[src/rtl/tis_pkg.sv]
// Shared constants for the TIS-100 node: read modes, link ids,
// and the read-port arbiter state encoding.
package tis_pkg;

    localparam logic [1:0] RD_FIXED = 2'd0;
    localparam logic [1:0] RD_ANY   = 2'd1;
    localparam logic [1:0] RD_LAST  = 2'd2;
    localparam logic [1:0] RD_NIL   = 2'd3;

    localparam logic [1:0] UP    = 2'd0;
    localparam logic [1:0] RIGHT = 2'd1;
    localparam logic [1:0] DOWN  = 2'd2;
    localparam logic [1:0] LEFT  = 2'd3;

    typedef enum logic {
        IDLE = 1'b0,
        DONE = 1'b1
    } arb_state_t;

endpackage

[src/rtl/rr_pick4.sv]
// Round-robin picker: first set bit of req scanning ptr, ptr+1, .. mod 4.
// Ports: req[0:3], ptr[0:1] in; found, idx[0:1] out.
module rr_pick4 (
    input  logic [0:3] req,
    input  logic [0:1] ptr,
    output logic       found,
    output logic [0:1] idx
);

    logic [1:0] p;

    // Scan from the farthest offset down so the nearest hit wins.
    always_comb begin
        found = 1'b0;
        idx   = ptr;
        p     = '0;
        for (int k = 3; k >= 0; k--) begin
            p = ptr + 2'(k);
            if (req[p]) begin
                found = 1'b1;
                idx   = p;
            end
        end
    end

endmodule

[src/rtl/any_port_arbiter.sv]
// Read-side port arbiter for a TIS-100 node: selects one of four writers
// (FIXED/ANY/LAST/NIL), returns the word, acks the writer, tracks LAST.
// Ports: clk, reset; wr_valid/wr_data0..3/wr_ack writer side;
//        rd_req/rd_mode/rd_port in, rd_valid/rd_data/rd_src/rd_nil out;
//        last_port/last_valid and stall_cnt status.
module any_port_arbiter
    import tis_pkg::*;
#(
    parameter int DW      = 8,
    parameter int STALL_W = 16
) (
    input  logic             clk,
    input  logic             reset,
    input  logic [0:3]       wr_valid,
    input  logic [0:DW-1]    wr_data0,
    input  logic [0:DW-1]    wr_data1,
    input  logic [0:DW-1]    wr_data2,
    input  logic [0:DW-1]    wr_data3,
    output logic [0:3]       wr_ack,
    input  logic             rd_req,
    input  logic [0:1]       rd_mode,
    input  logic [0:1]       rd_port,
    output logic             rd_valid,
    output logic [0:DW-1]    rd_data,
    output logic [0:1]       rd_src,
    output logic             rd_nil,
    output logic [0:1]       last_port,
    output logic             last_valid,
    output logic [0:STALL_W-1] stall_cnt
);

    arb_state_t state;
    arb_state_t stateNext;

    logic [1:0]         rrPtr;
    logic [1:0]         lastPort;
    logic               lastValid;
    logic [STALL_W-1:0] stallCnt;
    logic [DW-1:0]      rdData;
    logic [1:0]         rdSrc;
    logic               rdNil;
    logic               rdValid;
    logic [0:3]         wrAck;

    logic               pickFound;
    logic [1:0]         pickIdx;

    logic               grant;
    logic               isNil;
    logic               anyGrant;
    logic [1:0]         src;
    logic [0:3]         ackNext;
    logic [DW-1:0]      selData;

    rr_pick4 uPick (
        .req   (wr_valid),
        .ptr   (rrPtr),
        .found (pickFound),
        .idx   (pickIdx)
    );

    always_comb begin
        stateNext = state;
        grant     = 1'b0;
        isNil     = 1'b0;
        src       = '0;
        if (state == DONE) begin
            stateNext = IDLE;
        end else if (rd_req) begin
            unique case (1'b1)
                (rd_mode == RD_FIXED): begin
                    grant = wr_valid[rd_port];
                    src   = rd_port;
                end
                (rd_mode == RD_ANY): begin
                    grant = pickFound;
                    src   = pickIdx;
                end
                (rd_mode == RD_LAST): begin
                    // No ANY grant yet: LAST degrades to NIL.
                    if (lastValid) begin
                        grant = wr_valid[lastPort];
                        src   = lastPort;
                    end else begin
                        grant = 1'b1;
                        isNil = 1'b1;
                    end
                end
                default: begin
                    grant = 1'b1;
                    isNil = 1'b1;
                end
            endcase
            if (grant) begin
                stateNext = DONE;
            end
        end
    end

    assign anyGrant = grant && (rd_mode == RD_ANY);

    always_comb begin
        ackNext = '0;
        if (grant && !isNil) begin
            ackNext[src] = 1'b1;
        end
    end

    always_comb begin
        unique case (src)
            2'd0:    selData = wr_data0;
            2'd1:    selData = wr_data1;
            2'd2:    selData = wr_data2;
            default: selData = wr_data3;
        endcase
    end

    always_ff @(posedge clk or posedge reset) begin
        if (reset) begin
            state <= IDLE;
        end else begin
            state <= stateNext;
        end
    end

    always_ff @(posedge clk or posedge reset) begin
        if (reset) begin
            rdValid   <= 1'b0;
            wrAck     <= '0;
            rdData    <= '0;
            rdSrc     <= '0;
            rdNil     <= 1'b0;
            rrPtr     <= '0;
            lastPort  <= '0;
            lastValid <= 1'b0;
            stallCnt  <= '0;
        end else begin
            rdValid <= grant;
            wrAck   <= ackNext;
            if (grant) begin
                rdData   <= isNil ? '0 : selData;
                rdSrc    <= isNil ? '0 : src;
                rdNil    <= isNil;
                stallCnt <= '0;
            end else if (state == IDLE && rd_req && stallCnt != '1) begin
                stallCnt <= stallCnt + 1'b1;
            end
            if (anyGrant) begin
                rrPtr     <= src + 2'd1;
                lastPort  <= src;
                lastValid <= 1'b1;
            end
        end
    end

    assign rd_valid   = rdValid;
    assign wr_ack     = wrAck;
    assign rd_data    = rdData;
    assign rd_src     = rdSrc;
    assign rd_nil     = rdNil;
    assign last_port  = lastPort;
    assign last_valid = lastValid;
    assign stall_cnt  = stallCnt;

endmodule
[config.mk]
export PLATFORM = sky130hd
export DESIGN_NAME = any_port_arbiter
export DESIGN_NICKNAME = d
export VERILOG_FILES = /design/src/rtl/tis_pkg.sv /design/src/rtl/rr_pick4.sv /design/src/rtl/any_port_arbiter.sv
export SDC_FILE = /design/constraint.sdc
export NUM_CORES = 1
export LEC_CHECK = 0
export CORE_ASPECT_RATIO = 1.2
export CORE_MARGIN = 1
export CORE_UTILIZATION = 30
export CTS_CLUSTER_DIAMETER = 150
export DETAILED_ROUTE_END_ITERATION = 16
export HOLD_SLACK_MARGIN = 0.06
export PLACE_DENSITY = 0.6
export SLEW_MARGIN = 20
export SYNTH_ARGS = -nofsm -noshare
export SYNTH_HDL_FRONTEND = slang
export SYNTH_SLANG_ARGS = --single-unit
[constraint.sdc]
create_clock -name clk -period 2.84 [get_ports clk]
set_input_delay 0.284 -clock clk [delete_from_list [all_inputs] [get_ports clk]]
set_output_delay 0.284 -clock clk [all_outputs]
set_load 0.01 [all_outputs]
# ---- Word-level counts from Yosys, hierarchy flattened
# Cells that the tools add are included.
dict set report word_totals {
  register_bits 38
  latchBits 0
  ramBits 0
  mem_bits_ro 0
  mem_count 0
}
dict set report op_classes {
  addsub 5
  mul 0
  div_mod_pow 0
  magnitude_cmp 8
  n_eq_ne 5
  shifts 0
  mux 51
  n_bitwise 8
  n_reduce_logical 10
}
# operator n
set op_table {}
lappend op_table {{16-bit 2-to-1 mux} 2}
lappend op_table {{1-bit 2-to-1 mux} 28}
lappend op_table {{8-bit case mux with 3 select lines} 1}
lappend op_table {{3-bit greater-or-equal comparator (second input constant)} 7}
lappend op_table {{2-bit NOT with 3-bit output} 7}
lappend op_table {{16-bit by 1-bit adder with 16-bit output (second input constant)} 1}
lappend op_table {{2-bit 2-to-1 mux} 8}
lappend op_table {{16-bit != test (second input constant)} 1}
lappend op_table {{1-bit binary-select mux with 2-bit select} 6}
lappend op_table {{8-bit 2-to-1 mux} 1}
lappend op_table {{2-bit case mux with 3 select lines} 1}
lappend op_table {{1-bit logical AND} 5}
lappend op_table {{2-bit by 1-bit adder with 2-bit output (second input constant)} 2}
lappend op_table {{2-bit adder (second input constant)} 2}
lappend op_table {{2-bit by 1-bit == test with 1-bit output (second input constant)} 2}
lappend op_table {{2-bit == test (second input constant)} 2}
lappend op_table {{2-bit logical NOT} 2}
lappend op_table {{4-bit 2-to-1 mux} 1}
lappend op_table {{3-bit by 1-bit < comparator with 1-bit output (second input constant)} 1}
lappend op_table {{1-bit case mux with 3 select lines} 1}
lappend op_table {{1-bit demux with 2-bit select} 1}
lappend op_table {{1-bit case mux with 2 select lines} 1}
lappend op_table {{2-bit nonzero test} 1}
lappend op_table {{2-bit OR reduction} 1}
lappend op_table {{2 further kinds} 2}

# ---- Longest topological paths before layout
dict set report logic_depth {
  depth_word 18
  mapped_depth 11
}

# ---- Modules after synthesis
# From an unflattened synthesis, not the netlist that was laid out.
dict set report hier_totals {
  hier_cells 239
  hier_area_um2 2187.1
}
# module instances cells_per_inst area_per_inst_um2 seq_area_each_um2
set modules_own_cells {}
lappend modules_own_cells {any_port_arbiter 1 223 2087.0 925.9}
lappend modules_own_cells {rr_pick4 1 16 100.1 0.0}

# ---- Worst setup path after synthesis
# No wires, ideal clock.
dict set report synth_path {
  kind {register to register}
  start {register rrPtr[1]}
  end {register rdData[6] (netlist: rd_data[1])}
  arrival_time_ps 2093
  required_time_ps 2730
  setup_slack_ps 637
  stages_incl_launch_ff 11
  n_path_buf 2
  period_less_slack_ps 2203
  path_cell_list {dfrtp_1 mux2i_1 o22ai_1 nor3_1 o211ai_1 and2_1 ha_1 buf_1 clkbuf_1 a21oi_1 o41ai_1}
}
dict set report synth_between {
  elab_chain_cells 15
}
# item line_no
set synth_lines {}
lappend synth_lines {{start, declared} any_port_arbiter.sv:35} ;# logic [1:0] rrPtr;
lappend synth_lines {{start signal, assigned} any_port_arbiter.sv:149} ;# rrPtr <= src + 2'd1;
lappend synth_lines {{2-bit adder} rr_pick4.sv:18} ;# p = ptr + 2'(k);
lappend synth_lines {{2-bit NOT with 3-bit output (not written as such)} rr_pick4.sv:19} ;# if (req[p]) begin
lappend synth_lines {{1-bit binary-select mux with 2-bit select} rr_pick4.sv:19}
lappend synth_lines {{1-bit 2-to-1 mux (not written as such) (2 in a row)} rr_pick4.sv:19}
lappend synth_lines {{2-bit 2-to-1 mux (3 in a row)} rr_pick4.sv:19}
lappend synth_lines {{2-bit 2-to-1 mux (*)} rr_pick4.sv:19}
lappend synth_lines {{2-bit case mux with 3 select lines (*)} any_port_arbiter.sv:70} ;# unique case (1'b1)
lappend synth_lines {{2-bit 2-to-1 mux (*)} any_port_arbiter.sv:69} ;# end else if (rd_req) begin
lappend synth_lines {{2-bit 2-to-1 mux (*)} any_port_arbiter.sv:67} ;# if (state == DONE) begin
lappend synth_lines {{via src[1]} any_port_arbiter.sv:51} ;# logic [1:0] src;
lappend synth_lines {{2-bit == test (tied with other cells)} any_port_arbiter.sv:110} ;# unique case (src)
lappend synth_lines {{8-bit case mux with 3 select lines (*)} any_port_arbiter.sv:110}
lappend synth_lines {{8-bit 2-to-1 mux (*)} any_port_arbiter.sv:141} ;# rdData <= isNil ? '0 : selData;
lappend synth_lines {{end signal, assigned} any_port_arbiter.sv:141}
lappend synth_lines {{end, declared} any_port_arbiter.sv:39} ;# logic [DW-1:0] rdData;
# The timed path passes the listed nets; every way through them passes the cells marked *. The select of a mux whose other input is x is not followed.
# A chain may end at the register's enable or synchronous reset.

# ---- Worst setup path after layout
dict set report layout_path {
  start {input wr_valid[0] (netlist bit)}
  end {register rdData[3] (netlist: rd_data[4])}
}
dict set report layout_between {
  elab_chain_cells 13
}
# item line_no
set layout_lines {}
lappend layout_lines {{start, declared} any_port_arbiter.sv:14} ;# input logic [0:3] wr_valid,
lappend layout_lines {{1-bit binary-select mux with 2-bit select} rr_pick4.sv:19}
lappend layout_lines {{1-bit 2-to-1 mux (not written as such) (2 in a row)} rr_pick4.sv:19}
lappend layout_lines {{2-bit 2-to-1 mux (3 in a row)} rr_pick4.sv:19}
lappend layout_lines {{2-bit 2-to-1 mux (*)} rr_pick4.sv:19}
lappend layout_lines {{2-bit case mux with 3 select lines (*)} any_port_arbiter.sv:70}
lappend layout_lines {{2-bit 2-to-1 mux (*)} any_port_arbiter.sv:69}
lappend layout_lines {{2-bit 2-to-1 mux (*)} any_port_arbiter.sv:67}
lappend layout_lines {{via src[1]} any_port_arbiter.sv:51}
lappend layout_lines {{2-bit == test (tied with other cells)} any_port_arbiter.sv:110}
lappend layout_lines {{8-bit case mux with 3 select lines (*)} any_port_arbiter.sv:110}
lappend layout_lines {{8-bit 2-to-1 mux (*)} any_port_arbiter.sv:141}
# Marks and branches as above.

==> metrics <==
Clock Skew=4.726 ps; Total GRT Usage=15.96%; LEAKAGE=1.301 nW; Setup crit start kind=primary input; WP data arrival=2750 ps; setup slack after layout=251.5 ps; Die Height=95.78 um; Max VDD drop=0.0001933 V; Die Width=80.15 um; largest net degree at the start of global routing=38; final net count=368; WL/cell=14.40 um; Post-Syn Area per Cell=9.315 um2; PD cells=482.8 mW/mm2; Ant. Diodes=0; latest clock arrival within the worst-skew pair=290 ps; Yosys reg bits=37; row count=33; Yosys top cell area share=42.12%; worst-margin pin slew=588.5 ps; Core ar.=0.006978 mm2; Final Slew Violations=0; area leader, netlist=dfrtp_1; RSZ-0062 raised after global routing=no; TritonCTS Buffers=5; CTS sink cnt=37; most frequent cells in the layout=clkdlybuf4s50_1 (77), dfrtp_1 (37), nor2_1 (24); clk buf depth=2; CTS resizes=0; Total Routed Length=5.861 mm; Area Overhead vs Synth=46.73%; clock slew at reported path FFs=80 ps; post-CTS setup buffers=0; drt first-iter violations=109; Hold-fix buffers, CTS=0; status=completed; Detail Route Antenna Nets=0; final hold vios=0; final worst-path cycle share=91.14%; setup_tns=0 ps; Post-synth EDFFs=0; prevailing post-synth register cell=dfrtp_1; Worst setup EP type=flip-flop; global placement routability congestion=0.7747; CP Class=in -> reg; synthesized area=0.002198 mm2; Slew headroom=60.41%; commonest non-fill, non-tap cell in the layout=clkdlybuf4s50_1; WP data required=3000 ps; type of the worst min-delay path=in -> async; CTS tree=yes; vias in the first global route=2047; HPWL Detailed=4.460 mm; CTS Root Cell=clkbuf_8; Max Cap Viol=0; total number of vias=2086; top post-synthesis cells by area=dfrtp_1 (42%), nor2_1 (4.1%), a222oi_1 (3.6%); fmax=386.3 MHz; htree depth=2; Post-Syn Nets=285; DR vias/cell=5.125; share of layout cells above drive strength 1=8.125%; share of flip-flops with an asynchronous set or reset=100.0%; cell count after synthesis=236; post-synthesis sequential area ratio=42.12%; post-synthesis cell type count=44; Post-Place Worst Slack=-34.45 ps; io pins=78; Synthesis Warnings=0; drt first pass iters=6; grt total ovfl=0; Initial Util=31.50%; Core Util, Final=46.23%; DRC=0; hold slack=400.6 ps; Tmin final=2588 ps; critical path peak fanout=9; Setup violations, final=0; input/output buffers=77; initial antenna violation count=0; global-route wire length before repair=9.611 mm; Die Area=0.007676 mm2; Tot Pwr=1.557 mW
[per-layer routing]
layer,GRT usage (%),wire length (um)
met3,3.697,306
met4,3.125,41
met5,0,0
met1,20.58,2687
met2,27.35,2825
[worst max-delay path: stages]
cell and delay, ps:
clkdlybuf4s50_1 620, nor2_1 70, o21a_1 170, nor3_1 190, o211ai_1 180, and2_1 240, ha_1 300, a222oi_1 440
nor2_1 70, a21oi_1 120, o41ai_1 70
[stage by stage]
step                      cells  area, um2
after global placement      399       3109
after detailed placement    399       3109
after CTS                   407       3226
after floorplan             236       2198
after global routing        407       3226
final                       407       3226
[cells by family after synthesis]
family / Yosys count / synth area share (%)
and+or+nand+nor: 90 / 21.57
muxes: 10 / 4.838
buffers and inverters: 22 / 4.041
AOI/OAI and AO/OA: 62 / 20.43
DFF: 37 / 42.12
adders and majority gates: 6 / 3.415
xor gates and xnor gates: 9 / 3.586
[state kept, by name (all words and copies together), names as in the netlist]
| name | count |
|---|---|
| last_valid | 1 |
| rd_nil | 1 |
| last_port | 2 |
| rd_src | 2 |
| rd_data | 8 |
| stall_cnt | 16 |
| rd_valid | 1 |
| rrPtr | 2 |
| wr_ack | 4 |
[final timing paths]
path                             start            to  slack, ps  cells after the start
setup / recovery           wr_valid[0]    rd_data[4]        250                     11
hold / removal                   reset  stall_cnt[5]        400                      3
setup reg to reg              rrPtr[1]    rd_data[4]        380                     10
hold reg to reg              rd_src[1]     rd_src[1]        500                      1
max in group asynchronous        reset  last_port[1]       2100                      3
min in group clk             rd_src[1]     rd_src[1]        500                      1
[cell usage after synthesis, drive strengths merged (5+ instances only)]
| library cell | number |
|---|---|
| o21ai | 14 |
| nand2b | 6 |
| a21oi | 15 |
| nor2 | 25 |
| clkbuf | 8 |
| nor3 | 5 |
| o41ai | 9 |
| nand2 | 10 |
| nor4 | 6 |
| ha | 6 |
| and2 | 7 |
| inv | 10 |
| nand3 | 13 |
| a222oi | 8 |
| mux2i | 5 |
| mux2 | 5 |
| dfrtp | 37 |
| xnor2 | 8 |
[report_power, final]
group	leakage, nW	switching (mW)	internal, mW
combinational	0.751	0.193	0.247
clock	0.0585	0.189	0.286
sequential	0.491	0.0547	0.587
total	1.30	0.437	1.12
[layout make-up]
type	count	area (um2)
Fill cell	705	3752
Inverter	10	37.54
Sequential cell	37	925.9
Multi-Input combinational cell	177	1184
Timing Repair Buffer	88	853.3
Clock buffer	7	86.33
Clock inverter	1	30.03
Tap cell	87	108.9
(Power assumes the default switching activity.)
